<file path="src/rtl/led_fade_pkg.sv">
// Shared types and step arithmetic for the LED fade sequencer.
// Brightness is 8 bits; channel index is 4 bits (up to 16 channels).
package led_fade_pkg;

  localparam int NUM_CH_MAX = 16;
  localparam int CH_W       = 4;
  localparam int BRIGHT_W   = 8;

  typedef enum logic [1:0] {
    IDLE  = 2'd0,
    SCAN  = 2'd1,
    WRITE = 2'd2
  } state_e;

  typedef logic [BRIGHT_W-1:0] bright_t;

  // One step from cur toward tgt, clamped at tgt; a zero step acts as 1
  function automatic bright_t step_toward(
    input bright_t cur,
    input bright_t tgt,
    input bright_t step
  );
    logic [BRIGHT_W:0] st;
    logic [BRIGHT_W:0] r;
    st = (step == '0) ? (BRIGHT_W+1)'(1) : {1'b0, step};
    if (cur < tgt) begin
      r = {1'b0, cur} + st;
      return (r >= {1'b0, tgt}) ? tgt : r[BRIGHT_W-1:0];
    end
    r = {1'b0, cur} - st;
    if (r[BRIGHT_W] || (r[BRIGHT_W-1:0] <= tgt))
      return tgt;
    return r[BRIGHT_W-1:0];
  endfunction

endpackage

</file>
<file path="src/rtl/led_fade_sequencer_if.sv">
// Command, CPU and device bus bundle for the fade sequencer.
// master = CPU/command side plus device read data; slave = sequencer.
interface led_fade_sequencer_if #(
  parameter int ADDR_W = 5
);
  import led_fade_pkg::*;

  logic              cmd_valid;
  logic              cmd_ready;
  logic [CH_W-1:0]   cmd_ch;
  bright_t           cmd_target;
  bright_t           cmd_step;

  logic [ADDR_W-1:0] cpu_address;
  logic              cpu_enable;
  logic              cpu_mode;
  bright_t           cpu_data_in;
  bright_t           cpu_data_out;

  logic [ADDR_W-1:0] dev_address;
  logic              dev_enable;
  logic              dev_mode;
  bright_t           dev_wdata;
  bright_t           dev_rdata;

  modport master (
    output cmd_valid, cmd_ch, cmd_target, cmd_step,
    output cpu_address, cpu_enable, cpu_mode, cpu_data_in,
    output dev_rdata,
    input  cmd_ready, cpu_data_out,
    input  dev_address, dev_enable, dev_mode, dev_wdata
  );

  modport slave (
    input  cmd_valid, cmd_ch, cmd_target, cmd_step,
    input  cpu_address, cpu_enable, cpu_mode, cpu_data_in,
    input  dev_rdata,
    output cmd_ready, cpu_data_out,
    output dev_address, dev_enable, dev_mode, dev_wdata
  );

endinterface

</file>
<file path="src/rtl/led_fade_tick.sv">
// Free-running prescaler: one-cycle tick_o every TICK_DIV clocks.
// Counter runs 0..TICK_DIV-1; the tick coincides with the wrap.
module led_fade_tick #(
  parameter int TICK_DIV = 1024
) (
  input  logic clk,
  input  logic rst_n,
  output logic tick_o
);

  localparam int CW = (TICK_DIV > 1) ? $clog2(TICK_DIV) : 1;

  logic [CW-1:0] cnt_q, cnt_d;

  assign tick_o = (cnt_q == CW'(TICK_DIV - 1));
  assign cnt_d  = tick_o ? '0 : cnt_q + 1'b1;

  always_ff @(posedge clk or negedge rst_n) begin
    if (!rst_n) cnt_q <= '0;
    else        cnt_q <= cnt_d;
  end

endmodule

</file>
<file path="src/rtl/led_fade_sequencer.sv">
// Fade engine + CPU-priority bus mux in front of the LED PWM device.
// LED_FADE_CANCEL_EN: a CPU write to a fading channel cancels its fade.
module led_fade_sequencer
  import led_fade_pkg::*;
#(
  parameter int NUM_CH   = 10,
  parameter int TICK_DIV = 1024,
  parameter int ADDR_W   = 5
) (
  input  logic                  clk,
  input  logic                  reset_n,
  led_fade_sequencer_if.slave   bus,
  output logic                  busy,
  output logic                  done,
  output logic [CH_W-1:0]       done_ch
);

  state_e            state_q, state_d;
  logic [CH_W-1:0]   i_q, i_d;
  bright_t           next_q, next_d;
  bright_t           shadow_q [NUM_CH];
  bright_t           shadow_d [NUM_CH];
  bright_t           target_q [NUM_CH];
  bright_t           target_d [NUM_CH];
  bright_t           step_q   [NUM_CH];
  bright_t           step_d   [NUM_CH];
  logic [NUM_CH-1:0] active_q, active_d;
  logic              pend_q, pend_d;
  logic              done_q, done_d;
  logic [CH_W-1:0]   done_ch_q, done_ch_d;

  logic            tick;
  logic            last_ch;
  logic            snoop;
  logic [CH_W-1:0] snoop_ch;
  logic            accept;
  logic            drop;
  logic            fwr;

  led_fade_tick #(.TICK_DIV(TICK_DIV)) u_tick (
    .clk    (clk),
    .rst_n  (reset_n),
    .tick_o (tick)
  );

  assign last_ch  = (i_q == CH_W'(NUM_CH - 1));
  assign snoop_ch = CH_W'(bus.cpu_address);
  assign snoop    = bus.cpu_enable & bus.cpu_mode
                  & (int'(bus.cpu_address) < NUM_CH);
  assign accept   = bus.cmd_valid & (state_q == IDLE)
                  & (int'(bus.cmd_ch) < NUM_CH);

`ifdef LED_FADE_CANCEL_EN
  // A cancelled channel's pending write is skipped, not performed
  assign drop = ~active_q[i_q];
`else
  assign drop = 1'b0;
`endif

  assign fwr = (state_q == WRITE) & ~drop;

  always_comb begin
    state_d   = state_q;
    i_d       = i_q;
    next_d    = next_q;
    shadow_d  = shadow_q;
    target_d  = target_q;
    step_d    = step_q;
    active_d  = active_q;
    pend_d    = pend_q | tick;
    done_d    = 1'b0;
    done_ch_d = done_ch_q;

    if (snoop) begin
      shadow_d[snoop_ch] = bus.cpu_data_in;
`ifdef LED_FADE_CANCEL_EN
      active_d[snoop_ch] = 1'b0;
`endif
    end

    unique case (state_q)
      IDLE: begin
        if (accept) begin
          target_d[bus.cmd_ch] = bus.cmd_target;
          step_d[bus.cmd_ch]   = bus.cmd_step;
          active_d[bus.cmd_ch] =
            (bus.cmd_target != shadow_q[bus.cmd_ch]);
          if (bus.cmd_target == shadow_q[bus.cmd_ch]) begin
            done_d    = 1'b1;
            done_ch_d = bus.cmd_ch;
          end
        end
        if (pend_q) begin
          state_d = SCAN;
          i_d     = '0;
          pend_d  = tick;
        end
      end
      SCAN: begin
        if (active_q[i_q]) begin
          next_d  = step_toward(shadow_q[i_q],
                                target_q[i_q],
                                step_q[i_q]);
          state_d = WRITE;
        end else if (last_ch) begin
          state_d = IDLE;
        end else begin
          i_d = i_q + 1'b1;
        end
      end
      WRITE: begin
        // CPU owns the bus: hold until a free cycle
        if (!bus.cpu_enable || drop) begin
          if (!drop) begin
            shadow_d[i_q] = next_q;
            if (next_q == target_q[i_q]) begin
              active_d[i_q] = 1'b0;
              done_d        = 1'b1;
              done_ch_d     = i_q;
            end
          end
          if (last_ch) begin
            state_d = IDLE;
          end else begin
            i_d     = i_q + 1'b1;
            state_d = SCAN;
          end
        end
      end
      default: state_d = IDLE;
    endcase
  end

  always_ff @(posedge clk or negedge reset_n) begin
    if (!reset_n) begin
      state_q   <= IDLE;
      i_q       <= '0;
      next_q    <= '0;
      active_q  <= '0;
      pend_q    <= 1'b0;
      done_q    <= 1'b0;
      done_ch_q <= '0;
      for (int k = 0; k < NUM_CH; k++) begin
        shadow_q[k] <= '0;
        target_q[k] <= '0;
        step_q[k]   <= '0;
      end
    end else begin
      state_q   <= state_d;
      i_q       <= i_d;
      next_q    <= next_d;
      active_q  <= active_d;
      pend_q    <= pend_d;
      done_q    <= done_d;
      done_ch_q <= done_ch_d;
      shadow_q  <= shadow_d;
      target_q  <= target_d;
      step_q    <= step_d;
    end
  end

  always_comb begin
    bus.dev_enable  = 1'b0;
    bus.dev_mode    = 1'b0;
    bus.dev_address = '0;
    bus.dev_wdata   = '0;
    if (bus.cpu_enable) begin
      bus.dev_enable  = 1'b1;
      bus.dev_mode    = bus.cpu_mode;
      bus.dev_address = bus.cpu_address;
      bus.dev_wdata   = bus.cpu_data_in;
    end else if (fwr) begin
      bus.dev_enable  = 1'b1;
      bus.dev_mode    = 1'b1;
      bus.dev_address = ADDR_W'(i_q);
      bus.dev_wdata   = next_q;
    end
  end

  assign bus.cmd_ready    = reset_n & (state_q == IDLE);
  assign bus.cpu_data_out = bus.dev_rdata;
  assign busy             = |active_q;
  assign done             = done_q;
  assign done_ch          = done_ch_q;

endmodule

</file>
<file path="src/flat_wrapper.sv">
// flat-port wrapper written by rule: the top's interface ports become plain ports
module led_fade_sequencer_flat import led_fade_pkg::*;
#(
  parameter int NUM_CH   = 10,
  parameter int TICK_DIV = 1024,
  parameter int ADDR_W   = 5
)
  (clk, reset_n, busy, done, done_ch, bus_cmd_valid, bus_cmd_ch, bus_cmd_target, bus_cmd_step, bus_cpu_address, bus_cpu_enable, bus_cpu_mode, bus_cpu_data_in, bus_dev_rdata, bus_cmd_ready, bus_cpu_data_out, bus_dev_address, bus_dev_enable, bus_dev_mode, bus_dev_wdata);
  led_fade_sequencer_if #(.ADDR_W(ADDR_W)) bus_i ();
  input  logic clk;
  input  logic reset_n;
  output logic busy;
  output logic done;
  output logic [CH_W-1:0] done_ch;
  input wire logic [$bits(bus_i.cmd_valid)-1:0] bus_cmd_valid;
  input wire logic [$bits(bus_i.cmd_ch)-1:0] bus_cmd_ch;
  input wire logic [$bits(bus_i.cmd_target)-1:0] bus_cmd_target;
  input wire logic [$bits(bus_i.cmd_step)-1:0] bus_cmd_step;
  input wire logic [$bits(bus_i.cpu_address)-1:0] bus_cpu_address;
  input wire logic [$bits(bus_i.cpu_enable)-1:0] bus_cpu_enable;
  input wire logic [$bits(bus_i.cpu_mode)-1:0] bus_cpu_mode;
  input wire logic [$bits(bus_i.cpu_data_in)-1:0] bus_cpu_data_in;
  input wire logic [$bits(bus_i.dev_rdata)-1:0] bus_dev_rdata;
  output wire logic [$bits(bus_i.cmd_ready)-1:0] bus_cmd_ready;
  output wire logic [$bits(bus_i.cpu_data_out)-1:0] bus_cpu_data_out;
  output wire logic [$bits(bus_i.dev_address)-1:0] bus_dev_address;
  output wire logic [$bits(bus_i.dev_enable)-1:0] bus_dev_enable;
  output wire logic [$bits(bus_i.dev_mode)-1:0] bus_dev_mode;
  output wire logic [$bits(bus_i.dev_wdata)-1:0] bus_dev_wdata;
  assign bus_i.cmd_valid = bus_cmd_valid;
  assign bus_i.cmd_ch = bus_cmd_ch;
  assign bus_i.cmd_target = bus_cmd_target;
  assign bus_i.cmd_step = bus_cmd_step;
  assign bus_i.cpu_address = bus_cpu_address;
  assign bus_i.cpu_enable = bus_cpu_enable;
  assign bus_i.cpu_mode = bus_cpu_mode;
  assign bus_i.cpu_data_in = bus_cpu_data_in;
  assign bus_i.dev_rdata = bus_dev_rdata;
  assign bus_cmd_ready = bus_i.cmd_ready;
  assign bus_cpu_data_out = bus_i.cpu_data_out;
  assign bus_dev_address = bus_i.dev_address;
  assign bus_dev_enable = bus_i.dev_enable;
  assign bus_dev_mode = bus_i.dev_mode;
  assign bus_dev_wdata = bus_i.dev_wdata;
  led_fade_sequencer #(.NUM_CH(NUM_CH), .TICK_DIV(TICK_DIV), .ADDR_W(ADDR_W)) u_core (.clk(clk), .reset_n(reset_n), .bus(bus_i), .busy(busy), .done(done), .done_ch(done_ch));
endmodule
</file>
<file path="config.mk">
export PLATFORM = sky130hd
export DESIGN_NAME = led_fade_sequencer_flat
export DESIGN_NICKNAME = d
export VERILOG_FILES = /design/src/rtl/led_fade_pkg.sv /design/src/rtl/led_fade_sequencer_if.sv /design/src/rtl/led_fade_tick.sv /design/src/rtl/led_fade_sequencer.sv /design/src/flat_wrapper.sv
export SDC_FILE = /design/constraint.sdc
export NUM_CORES = 1
export LEC_CHECK = 0
export CORE_ASPECT_RATIO = 0.8
export CORE_MARGIN = 2
export CORE_UTILIZATION = 50
export CTS_CLUSTER_SIZE = 24
export DETAILED_ROUTE_END_ITERATION = 10
export DONT_BUFFER_PORTS = 1
export GPL_TIMING_DRIVEN = 0
export PLACE_DENSITY_LB_ADDON = 0.15
export SLEW_MARGIN = 20
export SYNTH_ARGS = -nofsm -noshare
export SYNTH_HDL_FRONTEND = slang
export SYNTH_HIERARCHICAL = 1
export SYNTH_SLANG_ARGS = --single-unit
export TNS_END_PERCENT = 100
</file>
<file path="constraint.sdc">
create_clock -name clk -period 6.1 [get_ports clk]
set_input_delay 0.915 -clock clk [delete_from_list [all_inputs] [get_ports clk]]
set_output_delay 0.915 -clock clk [all_outputs]
set_load 0.02 [all_outputs]
</file>
==> flow_results.xml <==
<?xml version="1.0" encoding="UTF-8"?>
<metrics>
  <group name="outcome">
    <metric name="run_status" unit="">complete, no violations</metric>
  </group>
  <group name="timing">
    <metric name="fmax" unit="MHz">174</metric>
    <metric name="setup_viol" unit="">0</metric>
    <metric name="final_hold_viol_count" unit="">0</metric>
    <metric name="fin_skew" unit="ns">0.00916</metric>
    <metric name="timing.slew.headroom" unit="">0.277</metric>
    <metric name="layout_min_cycle_time" unit="ns">5.76</metric>
    <metric name="finalCritPeriodShare" unit="">0.943</metric>
    <metric name="setup_slack" unit="ns">0.345</metric>
    <metric name="fin_hold_ws" unit="ns">0.0465</metric>
    <metric name="worstMarginPinSlew" unit="ns">1.08</metric>
    <metric name="rsz0062_at_grt" unit="">no</metric>
    <metric name="finalMaxSlewViolations" unit="">0</metric>
  </group>
  <group name="clocking">
    <metric name="worst_setup_hold_path_clk_slew" unit="ns">0.07</metric>
    <metric name="clockRootBuffer" unit="">clkbuf_16</metric>
    <metric name="clk_path_buf_depth" unit="">3</metric>
    <metric name="cts_inserted_buffers" unit="">30</metric>
    <metric name="htreeDepth" unit="">1</metric>
    <metric name="worst_skew_pair.late_latency" unit="ns">0.57</metric>
    <metric name="cts.sink_count" unit="">280</metric>
    <metric name="cts_hold_repair.buffers" unit="">0</metric>
    <metric name="cts_tree" unit="">done</metric>
  </group>
  <group name="logic_synthesis">
    <metric name="synth_warnings" unit="">6</metric>
    <metric name="avgSynthCellArea" unit="µm²">11.3</metric>
    <metric name="synthTopCellsByArea" unit="">dfrtp_1 (43%), mux2_2 (12%), mux4_2 (7.7%)</metric>
    <metric name="async_reset_ff_frac" unit="">1.00</metric>
    <metric name="netlist.top_cell.by_area" unit="">dfrtp_1</metric>
    <metric name="synthDominantCellAreaShare" unit="">0.433</metric>
    <metric name="synthesis.nets" unit="">1530</metric>
    <metric name="count_of_mapped_cells_out_of_synthesis" unit="">1434</metric>
    <metric name="synth_edf_count" unit="">0</metric>
    <metric name="yosysSeqAreaShare" unit="">0.433</metric>
    <metric name="ys_ff_latch" unit="">280</metric>
    <metric name="synth_top_flop_cell" unit="">dfrtp_1</metric>
    <metric name="synthesis.area" unit="µm²">16200</metric>
    <metric name="count_of_unique_library_cells_instantiated_by_yosys" unit="">65</metric>
  </group>
  <group name="grt">
    <metric name="initial_antenna_violation_count" unit="">0</metric>
    <metric name="grt_start_max_net_pins" unit="">282</metric>
    <metric name="grt_first_pass_wirelength" unit="µm">73500</metric>
    <metric name="grt_remaining_overflow" unit="">0</metric>
    <metric name="grt_util_all_layers" unit="">0.291</metric>
    <metric name="grt_pass1_vias" unit="">11700</metric>
  </group>
  <group name="die">
    <metric name="fp.coreArea" unit="µm²">31600</metric>
    <metric name="number_of_primary_i_o_pins" unit="">76</metric>
    <metric name="chipWidth" unit="µm">205</metric>
    <metric name="row_count" unit="">58</metric>
    <metric name="total_die_area" unit="µm²">33800</metric>
    <metric name="start_util" unit="">0.512</metric>
    <metric name="die-height" unit="µm">165</metric>
  </group>
  <group name="placed_design">
    <metric name="io_buffers" unit="">0</metric>
    <metric name="post-dp-hpwl" unit="µm">34400</metric>
    <metric name="final_estimated_routing_congestion_in_global_placement" unit="">0.927</metric>
    <metric name="dp_slack" unit="ns">-1.37</metric>
  </group>
  <group name="power">
    <metric name="total_power" unit="mW">5.61</metric>
    <metric name="power-per-cell-area" unit="nW/µm²">313</metric>
    <metric name="switchingPower" unit="mW">1.62</metric>
    <metric name="p_int" unit="mW">3.99</metric>
    <metric name="seq_power_share" unit="">0.421</metric>
    <metric name="p_leak" unit="nW">7.86</metric>
    <metric name="power.switching_fraction" unit="">0.288</metric>
    <metric name="power.share.combinational" unit="">0.231</metric>
    <metric name="irDropWorstVdd" unit="mV">0.212</metric>
    <metric name="clkPwrFrac" unit="">0.348</metric>
  </group>
  <group name="setup_path">
    <metric name="critical_path_type" unit="">reg2reg</metric>
    <metric name="crit_chain" unit="">buf_6 &gt; clkbuf_4 &gt; clkbuf_2 &gt; clkbuf_4 &gt; mux4_2 &gt; a22oi_1 &gt; o21ai_0 &gt; ha_1 &gt; o21ai_0 &gt; a21boi_0 &gt; o21a_1 &gt; nor2_1 &gt; xnor2_1 &gt; ha_1 &gt; a21o_1 &gt; a21o_1 &gt; a21oi_1 &gt; a21oi_2 &gt; and3_2 &gt; a22oi_1 &gt; o21ai_1</metric>
    <metric name="worstPathArrival" unit="ns">6.20</metric>
    <metric name="worstPathRequired" unit="ns">6.54</metric>
    <metric name="delay_of_the_slowest_cell_on_the_worst_path" unit="ns">0.54</metric>
    <metric name="worstSetupStartpointType" unit="">flip-flop</metric>
    <metric name="crit_path_max_fanout" unit="">10</metric>
    <metric name="worst_setup_end_kind" unit="">flip-flop</metric>
    <metric name="crit_slowest_cell" unit="">ha_1</metric>
  </group>
  <group name="cells_and_area">
    <metric name="antenna_cells_inserted" unit="">0</metric>
    <metric name="proportion_of_layout_cells_with_a_drive_suffix_above_1" unit="">0.237</metric>
    <metric name="finalNetCount" unit="">1567</metric>
    <metric name="areaGrowthSynthToFinish" unit="%">10.8</metric>
  </group>
  <group name="hold_path">
    <metric name="worst_hold_path_type" unit="">in2async</metric>
  </group>
  <group name="drt">
    <metric name="drt-vias-per-instance" unit="">6.27</metric>
    <metric name="post_route_drc_violation_count" unit="">0</metric>
    <metric name="detailroute.wirelength.met3" unit="µm">5230</metric>
    <metric name="topRoutingLayerUsed" unit="">met4</metric>
    <metric name="firstDrtPassIters" unit="">5</metric>
    <metric name="wl_per_cell" unit="µm">25.2</metric>
    <metric name="ant_nets" unit="">0</metric>
    <metric name="number_of_vias_in_the_routed_layout" unit="">12000</metric>
    <metric name="wirelength_met1" unit="µm">21900</metric>
    <metric name="wire_length_on_met2" unit="µm">20000</metric>
    <metric name="drt_iter0_markers" unit="">1333</metric>
    <metric name="route.final.wire_length" unit="µm">48300</metric>
  </group>
  <group name="job">
    <metric name="max_capacitance_violation_count" unit="">0</metric>
  </group>
</metrics>
==> worst max-delay path: cells and delay by family, from the launching register on <==
kind,cells,cell delay [ns]
muxes,1,0.39
adders and majority gates,2,0.84
DFF,1,0.39
xor gates and xnor gates,1,0.23
buffers and inverters,4,1.21
and+or+nand+nor,2,0.33
AOI/OAI and AO/OA,11,2.22
==> through the flow <==
stage	TNS (ns)	std cells	area, µm²	util
finish	0	1913	17900	0.567
global route	0	1913	17900	0.567
CTS	0	1907	17800	0.564
detailed placement	-10.75	1854	16700	0.528
global placement	-9.75	1854	16700	0.528
floorplan	0	1434	16200	-
==> cell usage after synthesis (7+ instances only) <==
library cell and number:
a211oi_2 7, a21o_1 11, a21oi_1 23, a22o_1 11, a22oi_1 25, a31oi_1 9
a32oi_1 7, and3_1 13, buf_1 12, buf_2 10, buf_4 8, clkbuf_1 93
dfrtp_1 280, ha_1 48, inv_1 27, mux2_2 177, mux2i_1 122, mux4_2 55
nand2_1 120, nand2b_1 7, nand3_1 16, nand4_1 8, nor2_1 68, nor2b_1 13
o21ai_0 102, o21ai_1 17, o22ai_1 19, o31ai_1 12, xnor2_1 15, xor2_1 17
==> area by class of cell <==
cell class	instances	area (µm²)
clock inverter	15	223
fill	2738	13700
timing repair buffer	8	60.1
multi-input combinational	998	8590
tap	420	526
sequential	280	7010
clock buffer	39	835
buffer	125	589
inverter	28	105
==> metal layers <==
| metal | track usage | vias to the layer above |
|---|---|---|
| met5 | 0 | - |
| met4 | 0.0710 | 0 |
| li1 | - | 5284 |
| met1 | 0.434 | 6136 |
| met2 | 0.411 | 505 |
| met3 | 0.0900 | 72 |
==> path summary, 6_finish.rpt <==
check / startpoint / to / slack (ns) / cells after the start
min in group clk: u_core/pend_q$_DFF_PN0_ / u_core/pend_q$_DFF_PN0_ / 0.49 / 1
worst min-delay path: reset_n / u_core/shadow_q[47]$_DFF_PN0_ / 0.05 / 0
max in group asynchronous: reset_n / u_core/shadow_q[12]$_DFF_PN0_ / 5.47 / 0
worst max register to register: u_core/i_q[1]$_DFFE_PN0P_ / u_core/next_q[4]$_DFFE_PN0P_ / 0.34 / 21
worst min register to register: u_core/pend_q$_DFF_PN0_ / u_core/pend_q$_DFF_PN0_ / 0.49 / 1
worst max-delay path: u_core/i_q[1]$_DFFE_PN0P_ / u_core/next_q[4]$_DFFE_PN0P_ / 0.34 / 21
==> kinds of logic after synthesis <==
family	Yosys count	share of synthesized area
AO/OA/AOI/OAI	272	0.108
XOR/XNOR	32	0.0173
adder cells (fa/ha/maj)	50	0.0396
buffers and inverters	156	0.0411
flip-flops	280	0.433
multiplexers	358	0.278
AND/OR/NAND/NOR	286	0.0832
==> sequential cells by signal (all words and copies together) (netlist names) <==
name                 count
u_core/step_q           80
u_core/active_q         10
u_core/target_q         80
u_core/u_tick/cnt_q     10
u_core/i_q               4
u_core/shadow_q         80
u_core/next_q            8
u_core/done              1
u_core/pend_q            1
u_core/state_q           2
u_core/done_ch           4
==> cell usage in the layout, fill, tap and decap left out, types with 22 or more instances in the layout <==
| cell type | Yosys | final |
|---|---|---|
| clkbuf_1 | 93 | 87 |
| dfrtp_1 | 280 | 280 |
| mux4_2 | 55 | 55 |
| inv_1 | 27 | 27 |
| clkbuf_16 | 0 | 30 |
| mux2_2 | 177 | 177 |
| o21ai_0 | 102 | 93 |
| a22oi_1 | 25 | 23 |
| ha_1 | 48 | 48 |
| mux2i_1 | 122 | 122 |
| nand2_1 | 120 | 120 |
| a21oi_1 | 23 | 22 |
| nor2_1 | 68 | 68 |
==> timing repair <==
action / CTS / global route
cloned: 0 / 0
pin swaps: 1 / 3
setup endpoints to repair: 8 / 8
buffers inserted: 0 / 8
resized for setup: 26 / 24
hold endpoints to repair: 0 / 0
==> power groups by stage <==
stage | Clock [mW] | Combinational (mW) | Sequential (mW)
after floorplan | 0 | 0.972 | 2.32
after global placement | 0 | 1.21 | 2.37
after detailed placement | 0 | 1.25 | 2.39
after CTS | 1.99 | 1.26 | 2.36
after global routing | 2.07 | 1.41 | 2.40
final | 1.95 | 1.29 | 2.36
(Power assumes the default switching activity.)
